[config.mk]
export PLATFORM = sky130hd
export DESIGN_NAME = ros2_eth_rx_adapter
export DESIGN_NICKNAME = d
export VERILOG_FILES = /design/src/rtl/ros2_eth_pkg.sv /design/src/rtl/ros2_eth_rx_adapter.sv
export SDC_FILE = /design/constraint.sdc
export NUM_CORES = 1
export LEC_CHECK = 0
export CORE_MARGIN = 1.5
export CORE_UTILIZATION = 45
export CTS_CLUSTER_DIAMETER = 30
export DETAILED_ROUTE_END_ITERATION = 12
export HOLD_SLACK_MARGIN = 0.1
export PLACE_DENSITY = 0.75
export SLEW_MARGIN = 20
export SYNTH_ARGS = -nofsm -noshare
export SYNTH_HDL_FRONTEND = slang
export SYNTH_SLANG_ARGS = --single-unit
[constraint.sdc]
create_clock -name i_clk -period 5.68 [get_ports i_clk]
set_clock_uncertainty 0.1 [all_clocks]
set_input_delay 1.704 -clock i_clk [delete_from_list [all_inputs] [get_ports i_clk]]
set_output_delay 1.704 -clock i_clk [all_outputs]
set_load 0.05 [all_outputs]
[src/rtl/ros2_eth_pkg.sv]
// ----------------------------------------------------------------------------
// ros2_eth_pkg
// Shared definitions for the ROS2 Ethernet/IP adapters (TX and RX side).
//   - IP_HDR_SIZE          : fixed IPv4 header length (no options), bytes
//   - IP_HDR_OFFSET_*      : byte offsets of each field inside the header
//   - IP_VER_IHL           : version 4, IHL 5 constant first header byte
//   - ST_* / rx_state_e    : RX adapter state encoding
// ----------------------------------------------------------------------------
package ros2_eth_pkg;

   localparam int          IP_HDR_SIZE   = 20;
   localparam logic [15:0] IP_HDR_SIZE_W = 16'd20;

   localparam logic [15:0] IP_HDR_OFFSET_VER_IHL = 16'd0;
   localparam logic [15:0] IP_HDR_OFFSET_TOS     = 16'd1;
   localparam logic [15:0] IP_HDR_OFFSET_LENGTH  = 16'd2;
   localparam logic [15:0] IP_HDR_OFFSET_ID      = 16'd4;
   localparam logic [15:0] IP_HDR_OFFSET_FRAG    = 16'd6;
   localparam logic [15:0] IP_HDR_OFFSET_TTL     = 16'd8;
   localparam logic [15:0] IP_HDR_OFFSET_PROTO   = 16'd9;
   localparam logic [15:0] IP_HDR_OFFSET_CSUM    = 16'd10;
   localparam logic [15:0] IP_HDR_OFFSET_SRC_IP  = 16'd12;
   localparam logic [15:0] IP_HDR_OFFSET_DST_IP  = 16'd16;
   localparam logic [15:0] IP_HDR_OFFSET_LAST    = 16'd19;

   localparam logic [7:0]  IP_VER_IHL = 8'h45;

   localparam logic [2:0]  ST_IDLE    = 3'd0;
   localparam logic [2:0]  ST_HDR     = 3'd1;
   localparam logic [2:0]  ST_PAYLOAD = 3'd2;
   localparam logic [2:0]  ST_PAD     = 3'd3;
   localparam logic [2:0]  ST_DROP    = 3'd4;

   typedef enum logic [2:0] {
      S_IDLE    = ST_IDLE,
      S_HDR     = ST_HDR,
      S_PAYLOAD = ST_PAYLOAD,
      S_PAD     = ST_PAD,
      S_DROP    = ST_DROP
   } rx_state_e;

endpackage

[src/rtl/ros2_eth_rx_adapter.sv]
// ----------------------------------------------------------------------------
// ros2_eth_rx_adapter
// Re-serialises a parsed IPv4 header plus its AXI-Stream payload into one flat
// byte stream (20 header bytes, then payload) for the ROS2 packet parser FIFO.
// The declared IP total length is enforced: short payloads are zero-padded,
// excess payload is discarded, headers declaring length < 20 are dropped
// together with their payload.
//
// Handshakes: a header is taken on a cycle with i_rx_hdr_valid & o_rx_hdr_ready,
// a payload beat on i_rx_payload_tvalid & o_rx_payload_tready, and a byte is
// written to the FIFO exactly on cycles where o_dout_wr_en is high.
//
// Ports
//   i_clk, i_rst_n            clock, asynchronous active-low reset
//   i_enable                  gate for accepting new headers
//   i_rx_hdr_valid/o_rx_hdr_ready and i_rx_ip_* header fields
//   i_rx_payload_t*/o_rx_payload_tready   8-bit payload stream
//   o_dout_data/o_dout_wr_en/i_dout_full_n FIFO write port
// ----------------------------------------------------------------------------
module ros2_eth_rx_adapter
   import ros2_eth_pkg::*;
(
   input  logic        i_clk,
   input  logic        i_rst_n,
   input  logic        i_enable,
   input  logic        i_rx_hdr_valid,
   output logic        o_rx_hdr_ready,
   input  logic [5:0]  i_rx_ip_dscp,
   input  logic [1:0]  i_rx_ip_ecn,
   input  logic [15:0] i_rx_ip_length,
   input  logic [15:0] i_rx_ip_identification,
   input  logic [2:0]  i_rx_ip_flags,
   input  logic [12:0] i_rx_ip_fragment_offset,
   input  logic [7:0]  i_rx_ip_ttl,
   input  logic [7:0]  i_rx_ip_protocol,
   input  logic [15:0] i_rx_ip_header_checksum,
   input  logic [31:0] i_rx_ip_source_ip,
   input  logic [31:0] i_rx_ip_dest_ip,
   input  logic        i_rx_payload_tvalid,
   input  logic [7:0]  i_rx_payload_tdata,
   input  logic        i_rx_payload_tlast,
   output logic        o_rx_payload_tready,
   output logic [7:0]  o_dout_data,
   input  logic        i_dout_full_n,
   output logic        o_dout_wr_en
);

   rx_state_e   state_q, state_d;
   logic [15:0] offset_q;
   logic [15:0] len_q;

   logic [5:0]  dscp_q;
   logic [1:0]  ecn_q;
   logic [15:0] length_q;
   logic [15:0] id_q;
   logic [2:0]  flags_q;
   logic [12:0] frag_q;
   logic [7:0]  ttl_q;
   logic [7:0]  proto_q;
   logic [15:0] csum_q;
   logic [31:0] src_q;
   logic [31:0] dst_q;

   logic        hdr_fire;
   logic        offset_inc;
   logic        offset_clr;
   logic        pay_fire;
   logic [7:0]  hdr_byte;

   // Header byte selected by the current offset.
   always_comb begin
      hdr_byte = 8'h00;
      case (offset_q)
         IP_HDR_OFFSET_VER_IHL:       hdr_byte = IP_VER_IHL;
         IP_HDR_OFFSET_TOS:           hdr_byte = {dscp_q, ecn_q};
         IP_HDR_OFFSET_LENGTH:        hdr_byte = length_q[15:8];
         IP_HDR_OFFSET_LENGTH + 16'd1: hdr_byte = length_q[7:0];
         IP_HDR_OFFSET_ID:            hdr_byte = id_q[15:8];
         IP_HDR_OFFSET_ID + 16'd1:    hdr_byte = id_q[7:0];
         IP_HDR_OFFSET_FRAG:          hdr_byte = {flags_q, frag_q[12:8]};
         IP_HDR_OFFSET_FRAG + 16'd1:  hdr_byte = frag_q[7:0];
         IP_HDR_OFFSET_TTL:           hdr_byte = ttl_q;
         IP_HDR_OFFSET_PROTO:         hdr_byte = proto_q;
         IP_HDR_OFFSET_CSUM:          hdr_byte = csum_q[15:8];
         IP_HDR_OFFSET_CSUM + 16'd1:  hdr_byte = csum_q[7:0];
         IP_HDR_OFFSET_SRC_IP:        hdr_byte = src_q[31:24];
         IP_HDR_OFFSET_SRC_IP + 16'd1: hdr_byte = src_q[23:16];
         IP_HDR_OFFSET_SRC_IP + 16'd2: hdr_byte = src_q[15:8];
         IP_HDR_OFFSET_SRC_IP + 16'd3: hdr_byte = src_q[7:0];
         IP_HDR_OFFSET_DST_IP:        hdr_byte = dst_q[31:24];
         IP_HDR_OFFSET_DST_IP + 16'd1: hdr_byte = dst_q[23:16];
         IP_HDR_OFFSET_DST_IP + 16'd2: hdr_byte = dst_q[15:8];
         IP_HDR_OFFSET_DST_IP + 16'd3: hdr_byte = dst_q[7:0];
         default:                     hdr_byte = 8'h00;
      endcase
   end

   always_ff @(posedge i_clk or negedge i_rst_n) begin
      if (!i_rst_n) begin
         state_q <= S_IDLE;
      end else begin
         state_q <= state_d;
      end
   end

   always_comb begin
      state_d             = state_q;
      o_rx_hdr_ready      = 1'b0;
      o_rx_payload_tready = 1'b0;
      o_dout_wr_en        = 1'b0;
      o_dout_data         = 8'h00;
      hdr_fire            = 1'b0;
      offset_inc          = 1'b0;
      offset_clr          = 1'b0;
      pay_fire            = 1'b0;
      case (state_q)
         S_IDLE: begin
            o_rx_hdr_ready = i_enable;
            if (i_rx_hdr_valid && i_enable) begin
               hdr_fire = 1'b1;
               state_d  = (i_rx_ip_length >= IP_HDR_SIZE_W) ? S_HDR : S_DROP;
            end
         end
         S_HDR: begin
            o_dout_wr_en = i_dout_full_n;
            o_dout_data  = hdr_byte;
            if (i_dout_full_n) begin
               if (offset_q == IP_HDR_OFFSET_LAST) begin
                  offset_clr = 1'b1;
                  state_d    = (len_q == 16'd0) ? S_IDLE : S_PAYLOAD;
               end else begin
                  offset_inc = 1'b1;
               end
            end
            // A header-only packet has no payload to sink.
            if (!i_enable) state_d = (len_q == 16'd0) ? S_IDLE : S_DROP;
         end
         S_PAYLOAD: begin
            o_rx_payload_tready = i_dout_full_n;
            o_dout_data         = i_rx_payload_tdata;
            pay_fire            = i_rx_payload_tvalid & i_dout_full_n;
            o_dout_wr_en        = pay_fire;
            if (pay_fire) begin
               offset_inc = 1'b1;
               if (offset_q == len_q - 16'd1) begin
                  state_d = i_rx_payload_tlast ? S_IDLE : S_DROP;
               end else if (i_rx_payload_tlast) begin
                  state_d = S_PAD;
               end
            end
            // If tlast is consumed on this very edge there is nothing left to sink.
            if (!i_enable) state_d = (pay_fire && i_rx_payload_tlast) ? S_IDLE : S_DROP;
         end
         S_PAD: begin
            o_dout_wr_en = i_dout_full_n;
            if (i_dout_full_n) begin
               offset_inc = 1'b1;
               if (offset_q == len_q - 16'd1) state_d = S_IDLE;
            end
            // tlast was already consumed, so abandoning padding returns straight to IDLE.
            if (!i_enable) state_d = S_IDLE;
         end
         S_DROP: begin
            o_rx_payload_tready = 1'b1;
            if (i_rx_payload_tvalid && i_rx_payload_tlast) state_d = S_IDLE;
         end
         default: state_d = S_IDLE;
      endcase
   end

   always_ff @(posedge i_clk or negedge i_rst_n) begin
      if (!i_rst_n) begin
         offset_q <= 16'd0;
         len_q    <= 16'd0;
         dscp_q   <= 6'd0;
         ecn_q    <= 2'd0;
         length_q <= 16'd0;
         id_q     <= 16'd0;
         flags_q  <= 3'd0;
         frag_q   <= 13'd0;
         ttl_q    <= 8'd0;
         proto_q  <= 8'd0;
         csum_q   <= 16'd0;
         src_q    <= 32'd0;
         dst_q    <= 32'd0;
      end else begin
         if (hdr_fire) begin
            offset_q <= 16'd0;
            len_q    <= i_rx_ip_length - IP_HDR_SIZE_W;
            dscp_q   <= i_rx_ip_dscp;
            ecn_q    <= i_rx_ip_ecn;
            length_q <= i_rx_ip_length;
            id_q     <= i_rx_ip_identification;
            flags_q  <= i_rx_ip_flags;
            frag_q   <= i_rx_ip_fragment_offset;
            ttl_q    <= i_rx_ip_ttl;
            proto_q  <= i_rx_ip_protocol;
            csum_q   <= i_rx_ip_header_checksum;
            src_q    <= i_rx_ip_source_ip;
            dst_q    <= i_rx_ip_dest_ip;
         end else if (offset_clr) begin
            offset_q <= 16'd0;
         end else if (offset_inc) begin
            offset_q <= offset_q + 16'd1;
         end
      end
   end

endmodule

==> results of run 1 <==
[per-layer routing]
layer / track usage [%] / up-vias
met5: 0 / -
met2: 41.05 / 298
li1: - / 3417
met4: 8.614 / 0
met3: 5.076 / 60
met1: 34.23 / 3751
[cell usage after synthesis (5+ instances only)]
master / n
dfrtp_1: 185
mux2_2: 160
nand2_1: 59
nor2_1: 46
clkbuf_1: 41
o21ai_0: 35
xor2_1: 25
xnor2_1: 21
nand3_1: 20
a21oi_1: 19
a22oi_1: 19
nor3_1: 18
nand4_1: 15
inv_1: 12
a32oi_1: 11
and2_1: 11
mux2i_1: 10
nor2b_1: 9
a22o_1: 7
ha_1: 7
nand2b_1: 7
a221oi_1: 6
buf_2: 6
nor3b_1: 6
nor4_1: 6
a211oi_1: 5
and4_1: 5
mux4_2: 5
nand4b_1: 5
[cell usage in the layout (no fill, tap or decap), drive strengths merged, types with 7 or more instances in the layout]
cell type / synthesis / routed
clkbuf: 41 / 17
o21ai: 39 / 39
mux2: 160 / 160
buf: 9 / 34
clkdlybuf4s50: 0 / 167
ha: 7 / 7
xor2: 25 / 25
a22oi: 20 / 20
inv: 12 / 20
nor4: 10 / 10
and2: 11 / 11
nor3: 19 / 19
nor2: 48 / 48
dfrtp: 185 / 185
a21oi: 19 / 19
nor2b: 9 / 9
nand3: 21 / 21
xnor2: 21 / 21
mux2i: 10 / 10
a22o: 7 / 7
a32oi: 11 / 11
nand2b: 7 / 7
nand4: 15 / 15
nand2: 59 / 59
[state kept, by name, summed over array words and instances (netlist names), 8 cells and up]
signal / flops
proto_q: 8
id_q: 16
length_q: 14
frag_q: 13
len_q: 16
src_q: 32
offset_q: 16
ttl_q: 8
dst_q: 32
csum_q: 16
[worst min-delay path by stage]
stage               cells past startpoint  slack (ns)                       to                     from
floorplan                               2        0.35  length_q[2]$_DFFE_PN0P_  length_q[2]$_DFFE_PN0P_
global placement                        1        0.38      id_q[5]$_DFFE_PN0P_      id_q[5]$_DFFE_PN0P_
detailed placement                      1        0.39     src_q[2]$_DFFE_PN0P_     src_q[2]$_DFFE_PN0P_
CTS                                     1        0.41    csum_q[7]$_DFFE_PN0P_    csum_q[7]$_DFFE_PN0P_
global route                            1        0.42   csum_q[14]$_DFFE_PN0P_   csum_q[14]$_DFFE_PN0P_
finish                                  1        0.40    csum_q[7]$_DFFE_PN0P_    csum_q[7]$_DFFE_PN0P_
[layout make-up]
class                      count  area share, %
multi-input combinational    595          38.35
inverter                      12         0.3667
sequential                   185          37.69
tap                          275          2.802
clock inverter                15          1.406
timing repair buffer         201          15.92
clock buffer                  17          3.464
[logic make-up after synthesis]
group | synth area share [%]
compound gates | 9.939
mux | 21.05
flops | 48.38
xor+xnor | 4.211
simple gates | 12.99
fa+ha+maj | 0.9153
buf+inv | 2.511
[report_power, final]
group | internal [mW] | total [mW] | switching, mW
registers | 1.93 | 2.43 | 0.497
logic | 1.18 | 2.37 | 1.19
clock network | 0.595 | 1.20 | 0.609
total | 3.70 | 6.00 | 2.30
==> results.toml, run 1 <==
[outcome]
outcome = "finished clean"

[clock_network]
htreeDepth = 4
clkLatencyLatePin_ns = 0.45
cts_setup_buffers = 0
cts_made_buffers = 17
cts.path.max_buffers = 2
clkTransAtPathRegs_ns = 0.07
post_cts_resized = 0
ctsHoldBuffers = 0
cts_tree = "built"
cts_root_buf = "clkbuf_16"
clkSinkCount = 185

[final_layout]
final_area_sq_um = 12280
multi_input_area_sq_um = 4710
final_util_pct = 58.61
n_fill_cell = 1742
diodes = 0
layout-drive-gt1-share_pct = 24.00
layout.cells.non_filler = 1300
synthToLayoutAreaGrowth_pct = 28.36
finalNetCount = 1186
register_area_sq_um = 4629

[detailed_routing]
routed.top_layer = "met4"
drc = 0
viasPerCell = 5.789
drt_iter0_markers = 577
wl_met1_um = 11820
wl_met3_um = 1600
ant_nets = 0
wl_per_cell_um = 21.05
wirelength_um = 27360
vias = 7526
wl_met2_um = 13230
first_pass_iters = 7

[worst_setup_path]
cp-startpoint = "offset_q[9]$_DFFE_PN0P_"
crit_chain = "nor4_4 > nand4_1 > nor2_1 > a221oi_1 > nand3_1 > nor3_1 > o21ai_1 > clkdlybuf4s50_1"
arrival_ns = 3.64
reg2reg_slack_ns = 2.69
crit_family = "simple AND/OR/NAND/NOR gates"
crit_fanout = 9
end_kind = "output port"
crit_slowest_cell = "clkdlybuf4s50_1"
endpoint = "o_dout_data[0]"
worst-path-stages = 8
cp_data_required_time_ns = 3.88
crit_buf_inv = 1
regToRegStartpoint = "offset_q[3]$_DFFE_PN0P_"
r2r_cells = 8
rr_endpoint = "state_q[2]$_DFFE_PN0P_"
worstSetupPathType = "flip-flop to output port"
slowest_delay_ns = 0.82
startpoint_type = "flip-flop"

[global_route]
grt_overflow = 0
antenna_found_initial = 0
grt_first_pass_wirelength_um = 42490
grt_max_degree = 88
grtUsageTotal_pct = 25.39
grt_pass1_vias = 7699

[power_and_ir_drop]
peakVddDrop_mv = 0.2415
leakagePower_nw = 5.129
power_mw = 5.998
powerDensity_nw_per_um2 = 488.4

[synth]
synthCells = 842
syn-mean-instance-area_sq_um = 11.36
ys_ff_latch = 185
synthTopCellsByArea = "dfrtp_1, mux2_2, nand2_1, xor2_1, xnor2_1"
ys_warn_count = 0
yosys.area.top_type_share_pct = 48.38
synth_top_area_cell = "dfrtp_1"
syn-cell-area_sq_um = 9568
synth_edf_count = 0
synth_cell_types = 60
synthArstFlopShare_pct = 100.0
ys_seq_area_share_pct = 48.38
synth_nets = 1016
ys.flop_type = "dfrtp_1"

[floorplanning]
initial_core_util_pct = 45.66
fp.dieArea_sq_um = 22150
pin_count = 178
die_h_um = 148.8
core_area_sq_um = 20960
std_cell_rows = 53
die_w_um = 148.8

[run]
max-cap-violations = 0

[placed_design]
gp_congestion = 0.9083
dp_slack_ns = 0.3984
dp_hpwl_um = 20470
placed_cells = 1268
dpl-instance-area_sq_um = 11680
io_buffers = 177

[timing]
timing.hold.ws_ns = 0.4034
hold_viol = 0
slew_violations = 0
maxSlewHeadroom_pct = 48.43
setup_slack_ns = 0.2327
finalSetupViolCount = 0
worst_slew_pin_slew_ns = 0.7541
rsz0062_at_grt = "false"
fin_crit_ns = 5.447
final.setup.tns_ns = 0
fin_crit_sh_pct = 95.90
fmax_mhz = 183.6

[worst_hold_path]
min_path_type = "flip-flop to flip-flop"
(Power assumes the default switching activity.)
==> inputs of run 2 (changes only) <==
- CAP_MARGIN: unset -> 25
==> results of run 2 <==
The final DEF is identical to that of run 1; final timing and power are the same.
==> inputs of run 3 (changes only) <==
- MAX_ROUTING_LAYER: unset -> met4
==> results.toml, run 3 (synthesized netlist as in run 1, its figures left out) <==
[timing]
worst_slew_pin_slew_ns = 0.7676
maxSlewHeadroom_pct = 47.50
slew_violations = 0
timing.hold.ws_ns = 0.4045
finalSetupViolCount = 0
fin_crit_sh_pct = 95.82
fmax_mhz = 183.7
hold_viol = 0
rsz0062_at_grt = "false"
final.setup.tns_ns = 0
fin_crit_ns = 5.443

[floorplanning]
initial_core_util_pct = 45.66
pin_count = 178
core_area_sq_um = 20960
fp.dieArea_sq_um = 22150
std_cell_rows = 53
die_w_um = 148.8
die_h_um = 148.8

[clock_network]
clkLatencyLatePin_ns = 0.44
clkSinkCount = 185
post_cts_resized = 0
clkTransAtPathRegs_ns = 0.07
cts.path.max_buffers = 2
ctsHoldBuffers = 0
cts_root_buf = "clkbuf_16"
cts_tree = "built"
cts_made_buffers = 17
cts_setup_buffers = 0
htreeDepth = 4

[worst_setup_path]
regToRegStartpoint = "offset_q[3]$_DFFE_PN0P_"
rr_endpoint = "state_q[2]$_DFFE_PN0P_"
crit_family = "simple AND/OR/NAND/NOR gates"
worst-path-stages = 8
arrival_ns = 3.64
crit_slowest_cell = "clkdlybuf4s50_1"
cp-startpoint = "offset_q[9]$_DFFE_PN0P_"
worstSetupPathType = "flip-flop to output port"
reg2reg_slack_ns = 2.72
crit_fanout = 9
crit_buf_inv = 1
end_kind = "output port"
cp_data_required_time_ns = 3.88
startpoint_type = "flip-flop"
slowest_delay_ns = 0.82
crit_chain = "nor4_4 > nand4_1 > nor2_1 > a221oi_1 > nand3_1 > nor3_1 > o21ai_1 > clkdlybuf4s50_1"
r2r_cells = 8

[detailed_routing]
drc = 0
first_pass_iters = 5
wirelength_um = 27380
vias = 7612
drt_iter0_markers = 589
wl_per_cell_um = 21.06
ant_nets = 0
viasPerCell = 5.855

[global_route]
grt_overflow = 0
grt_pass1_vias = 7704
grtUsageTotal_pct = 26.10
grt_max_degree = 88
antenna_found_initial = 0
grt_first_pass_wirelength_um = 42490

[placed_design]
io_buffers = 177
dpl-instance-area_sq_um = 11680
placed_cells = 1268
gp_congestion = 0.9240
dp_hpwl_um = 20470

[power_and_ir_drop]
leakagePower_nw = 5.129
p_comb_share_pct = 39.5
switching_share_pct = 38.29
seqPwrFrac_pct = 40.4
power_frac_clock_pct = 20.0
power_mw = 5.999
peakVddDrop_mv = 0.2420
p_switching_mw = 2.297
powerDensity_nw_per_um2 = 488.5
p_int_mw = 3.702

[final_layout]
layout.cells.non_filler = 1300
final_area_sq_um = 12280
layout-drive-gt1-share_pct = 24.00
final_cell_mix = "dfrtp_1, clkdlybuf4s50_1, mux2_2"
finalNetCount = 1186
n_fill_cell = 1742
diodes = 0
synthToLayoutAreaGrowth_pct = 28.36
top_regs = "dst_q x32, src_q x32"
layout_commonest_cell = "dfrtp_1"

[outcome]
outcome = "finished clean"

[worst_hold_path]
min_to = "csum_q[7]$_DFFE_PN0P_"
min_path_type = "flip-flop to flip-flop"
min_from = "csum_q[7]$_DFFE_PN0P_"
whs_path_depth = 1

[run]
max-cap-violations = 0
[run 3: cell counts in the layout (fill, tap and decap cells not counted)]
No cell type changed its count.
[run 3: layout make-up]
class / count / area [sq um] / area share [%]
clock inverters: 15 / 172.7 / 1.406
inverters: 12 / 45.04 / 0.3667
flip-flops and latches: 185 / 4629 / 37.69
multi-input cells: 595 / 4710 / 38.35
clock buffers: 17 / 425.4 / 3.464
repair buffers: 201 / 1956 / 15.92
well taps: 275 / 344.1 / 2.802
[run 3: per-layer routing]
layer	global-route usage, %	up-vias	part of all wire [%]
met5	-	-	0
met4	10.50	0	3.1
met1	34.09	3815	43
li1	-	3423	-
met3	4.343	63	5.4
met2	40.70	311	48
[run 3: worst max-delay path by stage]
stage | end | slack [ns]
floorplan | o_dout_wr_en | 0.92
global placement | o_dout_data[2] | 0.40
detailed placement | o_dout_data[2] | 0.40
CTS | o_dout_data[2] | 0.29
global route | o_dout_data[0] | 0.05
finish | o_dout_data[0] | 0.24
[run 3: power groups by stage]
| stage | Sequential, mW | Clock [mW] | Combinational, mW |
|---|---|---|---|
| global placement | 2.41 | 0 | 2.28 |
| detailed placement | 2.43 | 0 | 2.34 |
| global route | 2.50 | 1.26 | 2.55 |
| finish | 2.43 | 1.20 | 2.37 |
| floorplan | 2.20 | 0 | 1.72 |
| CTS | 2.41 | 1.21 | 2.35 |
[run 3: per-stage QoR]
stage | setup slack [ns] | utilization, %
6_report | 0.2372 | 58.61
5_1_grt | 0.04921 | 58.61
4_1_cts | 0.2936 | 58.61
3_5_place_dp | 0.3984 | 55.76
3_3_place_gp | 0.4022 | 55.74
2_1_floorplan | 0.9161 | -
